File: config.mk
export PLATFORM = sky130hd
export DESIGN_NAME = ave_read_addr_gen_flat
export DESIGN_NICKNAME = d
export VERILOG_FILES = /design/src/rtl/ave_read_addr_gen_if.sv /design/src/rtl/ave_read_addr_gen.sv /design/src/flat_wrapper.sv
export SDC_FILE = /design/constraint.sdc
export NUM_CORES = 1
export LEC_CHECK = 0
export CORE_MARGIN = 2
export CORE_UTILIZATION = 51
export CTS_BUF_LIST = sky130_fd_sc_hd__clkbuf_16
export DETAILED_ROUTE_END_ITERATION = 12
export HOLD_SLACK_MARGIN = 0.03
export PLACE_DENSITY_LB_ADDON = 0.08
export SYNTH_ARGS = -nofsm -noshare
export SYNTH_HDL_FRONTEND = slang
export SYNTH_SLANG_ARGS = --single-unit
File: constraint.sdc
create_clock -name i_clk -period 7.3 [get_ports i_clk]
set_clock_uncertainty 0.05 [all_clocks]
set_input_delay 1.095 -clock i_clk [delete_from_list [all_inputs] [get_ports i_clk]]
set_output_delay 1.095 -clock i_clk [all_outputs]
set_load 0.05 [all_outputs]
File: src/rtl/ave_read_addr_gen_if.sv
// Bus between the average-pooling read address generator and its environment.
// The slave side is the generator; the master side drives start/config/readDone.
interface ave_read_addr_gen_if #(
    parameter int ADDR_W = 12,
    parameter int LANES  = 9,
    parameter int SIZE_W = 12,
    parameter int CH_W   = 10
);
    logic                      i_start;
    logic [ADDR_W-1:0]         i_baseAddr;
    logic [SIZE_W-1:0]         i_mapSize;
    logic [CH_W-1:0]           i_numChannels;
    logic                      i_readDone;
    logic [LANES*ADDR_W-1:0]   o_addrAve;
    logic                      o_startReadAve;
    logic [LANES-1:0]          o_laneMask;
    logic                      o_lastOfChannel;
    logic                      o_busy;
    logic                      o_done;

    modport master (
        output i_start, i_baseAddr, i_mapSize, i_numChannels, i_readDone,
        input  o_addrAve, o_startReadAve, o_laneMask, o_lastOfChannel, o_busy, o_done
    );

    modport slave (
        input  i_start, i_baseAddr, i_mapSize, i_numChannels, i_readDone,
        output o_addrAve, o_startReadAve, o_laneMask, o_lastOfChannel, o_busy, o_done
    );
endinterface

File: src/rtl/ave_read_addr_gen.sv
// Walks a channel-major feature map and issues LANES-wide packed read bursts,
// one outstanding burst at a time, for the average-pooling source-RAM read path.
module ave_read_addr_gen #(
    parameter int ADDR_W = 12,
    parameter int LANES  = 9,
    parameter int SIZE_W = 12,
    parameter int CH_W   = 10
) (
    input  logic                i_clk,
    input  logic                i_rst,
    ave_read_addr_gen_if.slave  bus
);

    typedef enum logic [1:0] {
        S_IDLE,
        S_ISSUE,
        S_WAIT,
        S_FIN
    } state_t;

    localparam logic [SIZE_W:0] LANES_W = (SIZE_W + 1)'(LANES);

    state_t                    state_q, state_d;
    logic [SIZE_W-1:0]         mapSize_q, mapSize_d;
    logic [CH_W-1:0]           numCh_q, numCh_d;
    logic [SIZE_W:0]           pix_q, pix_d;
    logic [CH_W-1:0]           ch_q, ch_d;
    logic [ADDR_W-1:0]         chBase_q, chBase_d;
    logic [LANES*ADDR_W-1:0]   addr_q, addr_d;
    logic [LANES-1:0]          mask_q, mask_d;
    logic                      last_q, last_d;
    logic                      start_q, start_d;
    logic                      busy_q, busy_d;
    logic                      done_q, done_d;

    logic                      issue;
    logic [SIZE_W-1:0]         eff_map;
    logic [CH_W-1:0]           eff_ch;
    logic [SIZE_W:0]           rem;
    logic [SIZE_W:0]           nvalid;
    logic [ADDR_W-1:0]         burst_base;

    always_ff @(posedge i_clk) begin
        if (i_rst) begin
            state_q   <= S_IDLE;
            mapSize_q <= '0;
            numCh_q   <= '0;
            pix_q     <= '0;
            ch_q      <= '0;
            chBase_q  <= '0;
            addr_q    <= '0;
            mask_q    <= '0;
            last_q    <= 1'b0;
            start_q   <= 1'b0;
            busy_q    <= 1'b0;
            done_q    <= 1'b0;
        end else begin
            state_q   <= state_d;
            mapSize_q <= mapSize_d;
            numCh_q   <= numCh_d;
            pix_q     <= pix_d;
            ch_q      <= ch_d;
            chBase_q  <= chBase_d;
            addr_q    <= addr_d;
            mask_q    <= mask_d;
            last_q    <= last_d;
            start_q   <= start_d;
            busy_q    <= busy_d;
            done_q    <= done_d;
        end
    end

    always_comb begin
        state_d   = state_q;
        mapSize_d = mapSize_q;
        numCh_d   = numCh_q;
        pix_d     = pix_q;
        ch_d      = ch_q;
        chBase_d  = chBase_q;
        addr_d    = addr_q;
        mask_d    = mask_q;
        last_d    = last_q;
        start_d   = 1'b0;
        busy_d    = busy_q;
        done_d    = 1'b0;
        issue     = 1'b0;

        // Zero-sized maps or channel counts are clamped to 1 so a pass always ends.
        eff_map = (bus.i_mapSize == '0) ? SIZE_W'(1) : bus.i_mapSize;
        eff_ch  = (bus.i_numChannels == '0) ? CH_W'(1) : bus.i_numChannels;

        case (state_q)
            S_IDLE: begin
                if (bus.i_start) begin
                    mapSize_d = eff_map;
                    numCh_d   = eff_ch;
                    pix_d     = '0;
                    ch_d      = '0;
                    chBase_d  = bus.i_baseAddr;
                    busy_d    = 1'b1;
                    issue     = 1'b1;
                    state_d   = S_ISSUE;
                end
            end
            S_ISSUE: begin
                state_d = S_WAIT;
            end
            S_WAIT: begin
                if (bus.i_readDone) begin
                    if (!last_q) begin
                        pix_d   = pix_q + LANES_W;
                        issue   = 1'b1;
                        state_d = S_ISSUE;
                    end else if (ch_q < numCh_q - 1'b1) begin
                        ch_d     = ch_q + 1'b1;
                        pix_d    = '0;
                        chBase_d = chBase_q + ADDR_W'(mapSize_q);
                        issue    = 1'b1;
                        state_d  = S_ISSUE;
                    end else begin
                        busy_d  = 1'b0;
                        done_d  = 1'b1;
                        state_d = S_FIN;
                    end
                end
            end
            S_FIN: begin
                state_d = S_IDLE;
            end
            default: begin
                state_d = S_IDLE;
            end
        endcase

        // Burst is built from the post-update counters so it is registered on the
        // same edge that enters ISSUE; this gives the one-cycle start/readDone latency.
        rem        = {1'b0, mapSize_d} - pix_d;
        nvalid     = (rem < LANES_W) ? rem : LANES_W;
        burst_base = chBase_d + ADDR_W'(pix_d);

        if (issue) begin
            start_d = 1'b1;
            last_d  = (rem <= LANES_W);
            for (int unsigned k = 0; k < LANES; k++) begin
                if ((SIZE_W + 1)'(k) < nvalid) begin
                    addr_d[k*ADDR_W +: ADDR_W] = burst_base + ADDR_W'(k);
                    mask_d[k]                  = 1'b1;
                end else begin
                    addr_d[k*ADDR_W +: ADDR_W] = burst_base + ADDR_W'(nvalid - 1'b1);
                    mask_d[k]                  = 1'b0;
                end
            end
        end
    end

    assign bus.o_addrAve       = addr_q;
    assign bus.o_startReadAve  = start_q;
    assign bus.o_laneMask      = mask_q;
    assign bus.o_lastOfChannel = last_q;
    assign bus.o_busy          = busy_q;
    assign bus.o_done          = done_q;

endmodule

File: src/flat_wrapper.sv
// flat-port wrapper written by rule: the top's interface ports become plain ports
module ave_read_addr_gen_flat 
#(
    parameter int ADDR_W = 12,
    parameter int LANES  = 9,
    parameter int SIZE_W = 12,
    parameter int CH_W   = 10
)
  (i_clk, i_rst, bus_i_start, bus_i_baseAddr, bus_i_mapSize, bus_i_numChannels, bus_i_readDone, bus_o_addrAve, bus_o_startReadAve, bus_o_laneMask, bus_o_lastOfChannel, bus_o_busy, bus_o_done);
  ave_read_addr_gen_if #(.ADDR_W(ADDR_W), .LANES(LANES), .SIZE_W(SIZE_W), .CH_W(CH_W)) bus_i ();
  input  logic i_clk;
  input  logic i_rst;
  input wire logic [$bits(bus_i.i_start)-1:0] bus_i_start;
  input wire logic [$bits(bus_i.i_baseAddr)-1:0] bus_i_baseAddr;
  input wire logic [$bits(bus_i.i_mapSize)-1:0] bus_i_mapSize;
  input wire logic [$bits(bus_i.i_numChannels)-1:0] bus_i_numChannels;
  input wire logic [$bits(bus_i.i_readDone)-1:0] bus_i_readDone;
  output wire logic [$bits(bus_i.o_addrAve)-1:0] bus_o_addrAve;
  output wire logic [$bits(bus_i.o_startReadAve)-1:0] bus_o_startReadAve;
  output wire logic [$bits(bus_i.o_laneMask)-1:0] bus_o_laneMask;
  output wire logic [$bits(bus_i.o_lastOfChannel)-1:0] bus_o_lastOfChannel;
  output wire logic [$bits(bus_i.o_busy)-1:0] bus_o_busy;
  output wire logic [$bits(bus_i.o_done)-1:0] bus_o_done;
  assign bus_i.i_start = bus_i_start;
  assign bus_i.i_baseAddr = bus_i_baseAddr;
  assign bus_i.i_mapSize = bus_i_mapSize;
  assign bus_i.i_numChannels = bus_i_numChannels;
  assign bus_i.i_readDone = bus_i_readDone;
  assign bus_o_addrAve = bus_i.o_addrAve;
  assign bus_o_startReadAve = bus_i.o_startReadAve;
  assign bus_o_laneMask = bus_i.o_laneMask;
  assign bus_o_lastOfChannel = bus_i.o_lastOfChannel;
  assign bus_o_busy = bus_i.o_busy;
  assign bus_o_done = bus_i.o_done;
  ave_read_addr_gen #(.ADDR_W(ADDR_W), .LANES(LANES), .SIZE_W(SIZE_W), .CH_W(CH_W)) u_core (.i_clk(i_clk), .i_rst(i_rst), .bus(bus_i));
endmodule
==> metrics <==
routability cong. 0.9893; power share of the combinational group 44.5%; largest fanout on the critical path 5; Max Cap Viol 0; initial antenna violation count 0; Ys Warns 0; Reg power frac 30.1%; r2r setup slk 220 ps; Initial Util 51.46%; 1st-iter DRT viols 949; most numerous cell in the Yosys netlist nand2_1; First-pass DRT Iterations 5; worst-case vdd ir drop 0.1571 mV; Main synth FF type dfxtp_1; Synth area leader dfxtp_1; largest net degree at the start of global routing 97; die height 154.5 um; PortBufs 158; DR vias 11,630; average size of a mapped cell 7.924 sq um; layout cells sized above 1 15.96%; worst slew pin tran 1233 ps; Static Leak 6.350 nW; #FFs+latches synth 180; Worst Path Required 7600 ps; global router's overall resource usage 32.14%; Routed Antenna Nets 0; # H-tree levels 4; clk slew on worst S/H paths 80 ps; Seq/Total Area, Yosys 31.21%; number of synthesized flops with an enable pin 0; status completed; vias in the first global route 10,820; Non-Filler Instances 2,008; Routed WL per cell 19.55 um; final hold violations 0; Worst slew margin 17.20%; Die W 154.5 um; CTS Buffer Depth 2; Crit Path Class reg2reg; CP max stage delay 390 ps; HPWL after detailed placement 28,770 um; number of remaining DRC errors 0; synthesized area 0.01154 sq mm; Post-CTS Hold Buffers 0; crit start category flop; Critical Path Slowest Stage Cell fa_2; TritonCTS Buffers 17; Synth-to-Final Area Change 33.25%; Hold Crit Class reg2reg; minimum clock period 7083 ps; CTS root buffer clkbuf_16; Synth top area share 31.21%; Largest delay share family, worst path compound AO/OA/AOI/OAI gates; Switching Fraction 42.13%; CP arrival 7380 ps; Worst-Skew Late Latency 450 ps; Antenna Diode Count 0; Async S/R FF share, synth 0%; wirelength, routed 39,250 um; Period Utilization, post-route 97.03%; num rows 55; Buffers & Inverters on Critical Path 6; CTS tree yes; RSZ-0062 raised after global routing yes; Netlist cell types 73; final-report max-slew violation count 0; Ports 159; Post-Route Utilization 68.57%; CTS sink cnt 180; Critical Path Sink Type flop; top post-synthesis cells by count nand2_1 (237), dfxtp_1 (180), nor2_1 (129); core area 0.02243 sq mm; clock share of power 25.4%; gr ovfl total 0; global-route wire length before repair 59,820 um; Worst Hold Margin 401.4 ps; Finish-stage setup viols 0; synth top area cells dfxtp_1 (31%), ha_1 (8.6%), nand2_1 (7.7%), xnor2_1 (5.8%), a21oi_1 (4.6%); nets 1,831; Placed Cells incl. Taps 1,957; die area 0.02386 sq mm; Pint 2.182 mW; power density cells 245.1 mW/mm^2; max frequency 0.1412 GHz; drt via density 5.789; synthesized netlist cell count 1,457; Net Sw Power 1.588 mW
[worst min-delay path: stages (launching register included)]
cell	delay, ps
dfxtp_1	320
nand2_1	50
nand2_1	40
[logic make-up after synthesis]
family	synth area share [%]
buffers and inverters	5.018
and+or+nand+nor	20.53
AOI/OAI and AO/OA	21.32
muxes	3.522
adders and majority gates	9.255
DFF	31.21
other	0.03248
xor gates and xnor gates	9.115
[state kept, by name, indices dropped and copies added (netlist names)]
register and flops:
u_core.bus.o_addrAve 108, u_core.pix_q 13, u_core.chBase_q 12, u_core.mapSize_q 12
u_core.ch_q 10, u_core.numCh_q 10, u_core.bus.o_laneMask 9, u_core.state_q 2
u_core.bus.o_busy 1, u_core.bus.o_done 1, u_core.bus.o_lastOfChannel 1, u_core.bus.o_startReadAve 1
[layer usage]
layer / wire [um] / vias up / global-route usage (%)
li1: - / 5619 / -
met1: 17950 / 5468 / 45.67
met2: 17080 / 472 / 49.26
met3: 3266 / 66 / 6.669
met4: 951 / 0 / 9.524
met5: 0 / - / 0
[power by group through the flow]
stage,Clock (mW),Sequential [mW],Combinational [mW]
after floorplan,0,1.40,0.685
after global placement,0,1.15,1.53
after detailed placement,0,1.15,1.54
after CTS,0.959,1.13,1.56
final,0.957,1.13,1.68
after global routing,0.999,1.14,1.77
[metrics by stage]
| step | TNS (ps) | total power [mW] | cell area, sq um | worst slack (ps) |
|---|---|---|---|---|
| finish | 0 | 3.770 | 15380 | 217.0 |
| global route | -5963 | 3.916 | 15380 | -255.0 |
| CTS | 0 | 3.649 | 14840 | 37.67 |
| detailed placement | -5324 | 2.691 | 14180 | -354.1 |
| global placement | -650.6 | 2.682 | 14180 | -131.6 |
| floorplan | 0 | 2.082 | 11580 | 6.148 |
[placed cells by master, fill, tap and decap left out, types with 34 or more instances in the layout]
cell	n
clkdlybuf4s50_1	157
a22o_1	34
o21ai_0	68
xor2_1	40
inv_1	62
ha_1	70
a21oi_1	94
xnor2_1	73
nor2_1	126
dfxtp_1	177
nand2_1	234
buf_4	141
[what timing repair did]
action                                  CTS  global route
cloned                                    0             0
endpoints found under the setup margin   45            70
gates resized for setup                  13            86
pin swaps                                 3            50
buffers inserted                          0            20
[layout make-up]
class | instances | area, sq um
Multi-Input combinational cell | 1139 | 7856
Fill cell | 1897 | 7051
Sequential cell | 180 | 3607
Timing Repair Buffer | 304 | 2700
Clock buffer | 17 | 425.4
Tap cell | 285 | 356.6
Inverter | 68 | 255.2
Clock inverter | 15 | 182.7
[final timing paths]
| check | start | end | cells past startpoint |
|---|---|---|---|
| worst max-delay path | u_core.numCh_q[0]$_SDFFE_PP0P_ | u_core.bus.o_addrAve[35]$_SDFFE_PP0P_ | 38 |
| worst max register to register | u_core.numCh_q[0]$_SDFFE_PP0P_ | u_core.bus.o_addrAve[35]$_SDFFE_PP0P_ | 38 |
| worst min-delay path | u_core.bus.o_laneMask[6]$_SDFFE_PP0P_ | u_core.bus.o_laneMask[6]$_SDFFE_PP0P_ | 2 |
| worst min register to register | u_core.bus.o_laneMask[6]$_SDFFE_PP0P_ | u_core.bus.o_laneMask[6]$_SDFFE_PP0P_ | 2 |
No activity file was read; power rests on OpenSTA's default activity.
